File: config.mk
export PLATFORM = sky130hd
export DESIGN_NAME = pixel_packer
export DESIGN_NICKNAME = d
export VERILOG_FILES = /design/src/rtl/pixel_packer.sv
export SDC_FILE = /design/constraint.sdc
export NUM_CORES = 1
export LEC_CHECK = 0
export ABC_AREA = 1
export BUFFER_PORTS_ARGS = -buffer_cell sky130_fd_sc_hd__buf_2
export CAP_MARGIN = 40
export CORE_UTILIZATION = 54
export CTS_CLUSTER_DIAMETER = 120
export CTS_CLUSTER_SIZE = 40
export DETAILED_ROUTE_END_ITERATION = 12
export GPL_TIMING_DRIVEN = 0
export PLACE_DENSITY = 0.75
export SYNTH_ARGS = -nofsm -noshare
export SYNTH_HDL_FRONTEND = slang
export SYNTH_SLANG_ARGS = --single-unit
File: constraint.sdc
create_clock -name clk -period 3.1 [get_ports clk]
set_input_delay 0.465 -clock clk [delete_from_list [all_inputs] [get_ports clk]]
set_output_delay 0.465 -clock clk [all_outputs]
set_load 0.02 [all_outputs]
File: src/rtl/pixel_packer.sv
// Packs an 8-bit pixel stream into 32-bit words with lane keep masks.
// Completed words queue in a small FIFO toward the SIMD operand port.
module pixel_packer #(
    parameter int         FIFO_DEPTH = 4,
    parameter logic [7:0] PAD_BYTE   = 8'h00
) (
    input  logic                          clk,
    input  logic                          rst,
    input  logic                          in_valid,
    output logic                          in_ready,
    input  logic [7:0]                    in_pixel,
    input  logic                          in_last,
    output logic                          out_valid,
    input  logic                          out_ready,
    output logic [31:0]                   out_word,
    output logic [3:0]                    out_keep,
    output logic                          out_last,
    output logic [$clog2(FIFO_DEPTH):0]   fifo_count
);

    localparam int AW = $clog2(FIFO_DEPTH);
    localparam int CW = AW + 1;

    logic [1:0]    lane_cnt;
    logic [31:0]   pack;
    logic [AW-1:0] wr_ptr;
    logic [AW-1:0] rd_ptr;
    logic [CW-1:0] count;

    logic [31:0] mem_word [FIFO_DEPTH];
    logic [3:0]  mem_keep [FIFO_DEPTH];
    logic        mem_last [FIFO_DEPTH];

    logic        accept;
    logic        done;
    logic        push;
    logic        pop;
    logic [31:0] new_word;
    logic [3:0]  new_keep;

    assign in_ready = !rst && (count < CW'(FIFO_DEPTH));
    assign accept   = in_valid && in_ready;
    assign done     = accept && ((lane_cnt == 2'd3) || in_last);
    assign push     = done;
    assign pop      = out_valid && out_ready;

    // Lanes below the current one come from the pack register,
    // the current lane takes the incoming byte, the rest are padded.
    always_comb begin
        new_word = '0;
        new_keep = '0;
        for (int i = 0; i < 4; i++) begin
            if (i < int'(lane_cnt)) begin
                new_word[i*8 +: 8] = pack[i*8 +: 8];
                new_keep[i]        = 1'b1;
            end else if (i == int'(lane_cnt)) begin
                new_word[i*8 +: 8] = in_pixel;
                new_keep[i]        = 1'b1;
            end else begin
                new_word[i*8 +: 8] = PAD_BYTE;
            end
        end
    end

    always_ff @(posedge clk or posedge rst) begin
        if (rst) begin
            lane_cnt <= '0;
            pack     <= '0;
            wr_ptr   <= '0;
            rd_ptr   <= '0;
            count    <= '0;
        end else begin
            if (accept) begin
                if (done) begin
                    lane_cnt <= '0;
                    pack     <= '0;
                end else begin
                    pack[{lane_cnt, 3'b000} +: 8] <= in_pixel;
                    lane_cnt <= lane_cnt + 2'd1;
                end
            end
            if (push) begin
                wr_ptr <= wr_ptr + AW'(1);
            end
            if (pop) begin
                rd_ptr <= rd_ptr + AW'(1);
            end
            case ({push, pop})
                2'b10:   count <= count + CW'(1);
                2'b01:   count <= count - CW'(1);
                default: count <= count;
            endcase
        end
    end

    always_ff @(posedge clk) begin
        if (push) begin
            mem_word[wr_ptr] <= new_word;
            mem_keep[wr_ptr] <= new_keep;
            mem_last[wr_ptr] <= in_last;
        end
    end

    // Head is masked when empty so nothing stale leaks after reset.
    assign out_valid  = (count != '0);
    assign out_word   = out_valid ? mem_word[rd_ptr] : '0;
    assign out_keep   = out_valid ? mem_keep[rd_ptr] : '0;
    assign out_last   = out_valid ? mem_last[rd_ptr] : 1'b0;
    assign fifo_count = count;

endmodule

==> metrics.csv <==
stage;metric;value;unit
outcome;outcome;completed;
worst_setup_path;WP data arrival;3.07;ns
global_routing;GRT met2 Usage;41.0;%
drt;final WL;18.3;mm
job;max-cap violations;0;
floorplanning;DIE AREA;15000;um2
logic_synthesis;mean area per synthesized cell;10.5;um2
pwr;cell area power density;993;nW/um2
worst_setup_path;CP Class;register to register;
final_layout;share of post-route cells with drive strength above 1;17.0;%
global_routing;first-pass GRT wire length;28.8;mm
sta;Tmin final;2.72;ns
drt;wire per inst;18.0;um
logic_synthesis;post-synth cell types;29;
floorplanning;core box area;14000;um2
drt;antenna viol nets, final;0;
cts;CTS tree;yes;
global_routing;GRT overflow;0;
floorplanning;initial core utilization;56.0;%
logic_synthesis;area share of the leading cell type in the synthesized netlist;55.2;%
global_routing;antenna violations before repair;0;
global_routing;Total Routing Usage GR;26.2;%
floorplanning;io pins;55;
drt;Starting DRT DRC Count;657;
drt;vias per cell;5.59;
global_routing;met3 Use GR;4.74;%
placement;gpl congestion;0.924;
final_layout;most frequent cells in the layout;nor2_1, edfxtp_1, nand2_1, o21ai_0, buf_2;
cts;CTS sink cnt;177;
logic_synthesis;Ys Warns;0;
final_layout;fillcell total;1045;
drt;via count;5675;
final_layout;area grow syn2layout;16.5;%
logic_synthesis;area of the mapped netlist;7830;um2
worst_setup_path;maximum fanout along the worst path;10;
floorplanning;row count;43;
final_layout;ant diodes;0;
sta;post-route setup TNS;0;ns
sta;Final period util;87.7;%
hold_path;hold crit path type;input port to async pin;
floorplanning;Die W;122;um
worst_setup_path;Critical Path RT;3.45;ns
sta;Slew @ Worst Pin;0.720;ns
logic_synthesis;syn_nets;769;
cts;CTS buffer count;17;
global_routing;vias in the first global route;5411;
final_layout;Nets;847;
sta;Hold Slack;0.182;ns
drt;DR pass1 iterations;5;
logic_synthesis;sequential fraction of the synthesis area;65.8;%
cts;CTS resizes;0;
cts;clock buffer depth;2;
sta;Max Fclk;0.368;GHz
global_routing;gr busiest metal;met2;
global_routing;largest net degree at the start of global routing;27;
cts;H-tree levels;4;
sta;final setup violation count;0;
worst_setup_path;crit end category;register;
cts;clk_lat worst skew;0.42;ns
worst_setup_path;crit start category;register;
cts;CTS hold repair buffers;0;
placement;IO buf count;54;
cts;clock slew at reported path FFs;0.06;ns
final_layout;leading cell type in the layout, fill and taps excluded;nor2_1;
cts;# Post-CTS Setup Buffers;0;
cts;CTS Root Cell;clkbuf_16;
global_routing;GRT met1 Usage;37.0;%
pwr;maximum vdd ir drop;0.000552;V
drt;DR DRC count;0;
placement;detailed placement HPWL;12.1;mm
floorplanning;height of the chip;122;um
sta;Max Slew Vio Count;0;
sta;max_slew headroom;51.5;%
logic_synthesis;post-synthesis cell count;745;
logic_synthesis;most area-consuming cells after synthesis;edfxtp_1, dfrtp_1, nor2_1, nand2_1, o21ai_0;
logic_synthesis;number of synthesized register bits;177;
sta;Hold Fails Final Rpt;0;
sta;setup skew after layout;0.00859;ns
sta;RSZ-0062 raised after global routing;no;
pwr;Lkg Pwr;3.65;nW
logic_synthesis;Synth area leader;edfxtp_1;
==> area by class of cell <==
cell class,count,area (um2),area share (%)
inverter,32,125,1.37
multi-input combinational,493,2310,25.3
clock inverter,12,213,2.33
clock buffer,20,437,4.79
buffer,43,279,3.06
timing repair buffer,59,385,4.23
tap,180,225,2.47
sequential,177,5150,56.5
==> per-layer routing <==
metal / routed length, um / part of all wire (%)
met4: 252 / 1.4
met3: 1580 / 8.6
met1: 7850 / 43
met2: 8600 / 47
met5: 0 / 0
==> power by group <==
part / switching (mW) / internal [mW] / total, mW
Sequential: 0.0997 / 2.88 / 2.98
Clock: 0.852 / 1.50 / 2.35
Combinational: 2.57 / 1.15 / 3.72
==> synth_stat cells (all sizes together) <==
library cell  number
a21oi             37
nand2            129
buf               35
dfrtp             33
xor2               3
nor3               8
fa                 1
nand3             31
nand4              8
nor2             169
or2                2
o21ai             94
ha                10
clkbuf             8
edfxtp           144
inv               32
xnor2              1
==> final timing paths <==
kind	start	to	slack [ns]	depth (start not counted)
worst min-delay path	rst	lane_cnt[0]	0.18	2
worst max-delay path	lane_cnt[1]	fifo_count[2]	0.38	12
worst min register to register	pack[15]	pack[15]	0.48	2
worst max register to register	lane_cnt[1]	fifo_count[2]	0.38	12
max in group asynchronous	rst	pack[8]	2.38	3
min in group clk	in_last	mem_last[2]	0.35	1
==> sequential cells by signal (all words and copies together) (netlist names) <==
register    count
mem_word      128
pack           24
mem_keep       12
mem_last        4
fifo_count      3
lane_cnt        2
rd_ptr          2
wr_ptr          2
==> critical path, cell delays in order, from the launching register on <==
cell	delay [ns]
dfrtp_1	0.49
ha_1	0.32
buf_6	0.18
inv_4	0.10
nand2_2	0.09
nand3_2	0.10
buf_4	0.24
ha_1	0.17
inv_1	0.07
fa_1	0.37
or2_2	0.30
nand2_1	0.08
xor2_1	0.14
==> logic make-up (layout without fill, tap and decap cells) <==
logic type / after synthesis / after routing / share of synthesized area [%]
xor gates and xnor gates: 4 / 4 / 0.448
adders and majority gates: 11 / 11 / 1.85
buffers and inverters: 75 / 166 / 5.16
AOI/OAI and AO/OA: 131 / 131 / 8.52
and+or+nand+nor: 347 / 347 / 18.2
DFF: 177 / 177 / 65.8
==> per-stage QoR <==
stage / instances / cell area (um2) / setup slack, ns / power, mW / utilization (%)
after floorplan: 745 / 7830 / -0.0702 / 5.52 / -
after global placement: 979 / 8330 / -1.41 / 6.56 / 59.5
after detailed placement: 984 / 8470 / 0.427 / 6.71 / 60.6
after CTS: 1016 / 9120 / 0.403 / 9.05 / 65.2
after global routing: 1016 / 9120 / 0.184 / 9.52 / 65.2
final: 1016 / 9120 / 0.381 / 9.05 / 65.2
(Power assumes the default switching activity.)
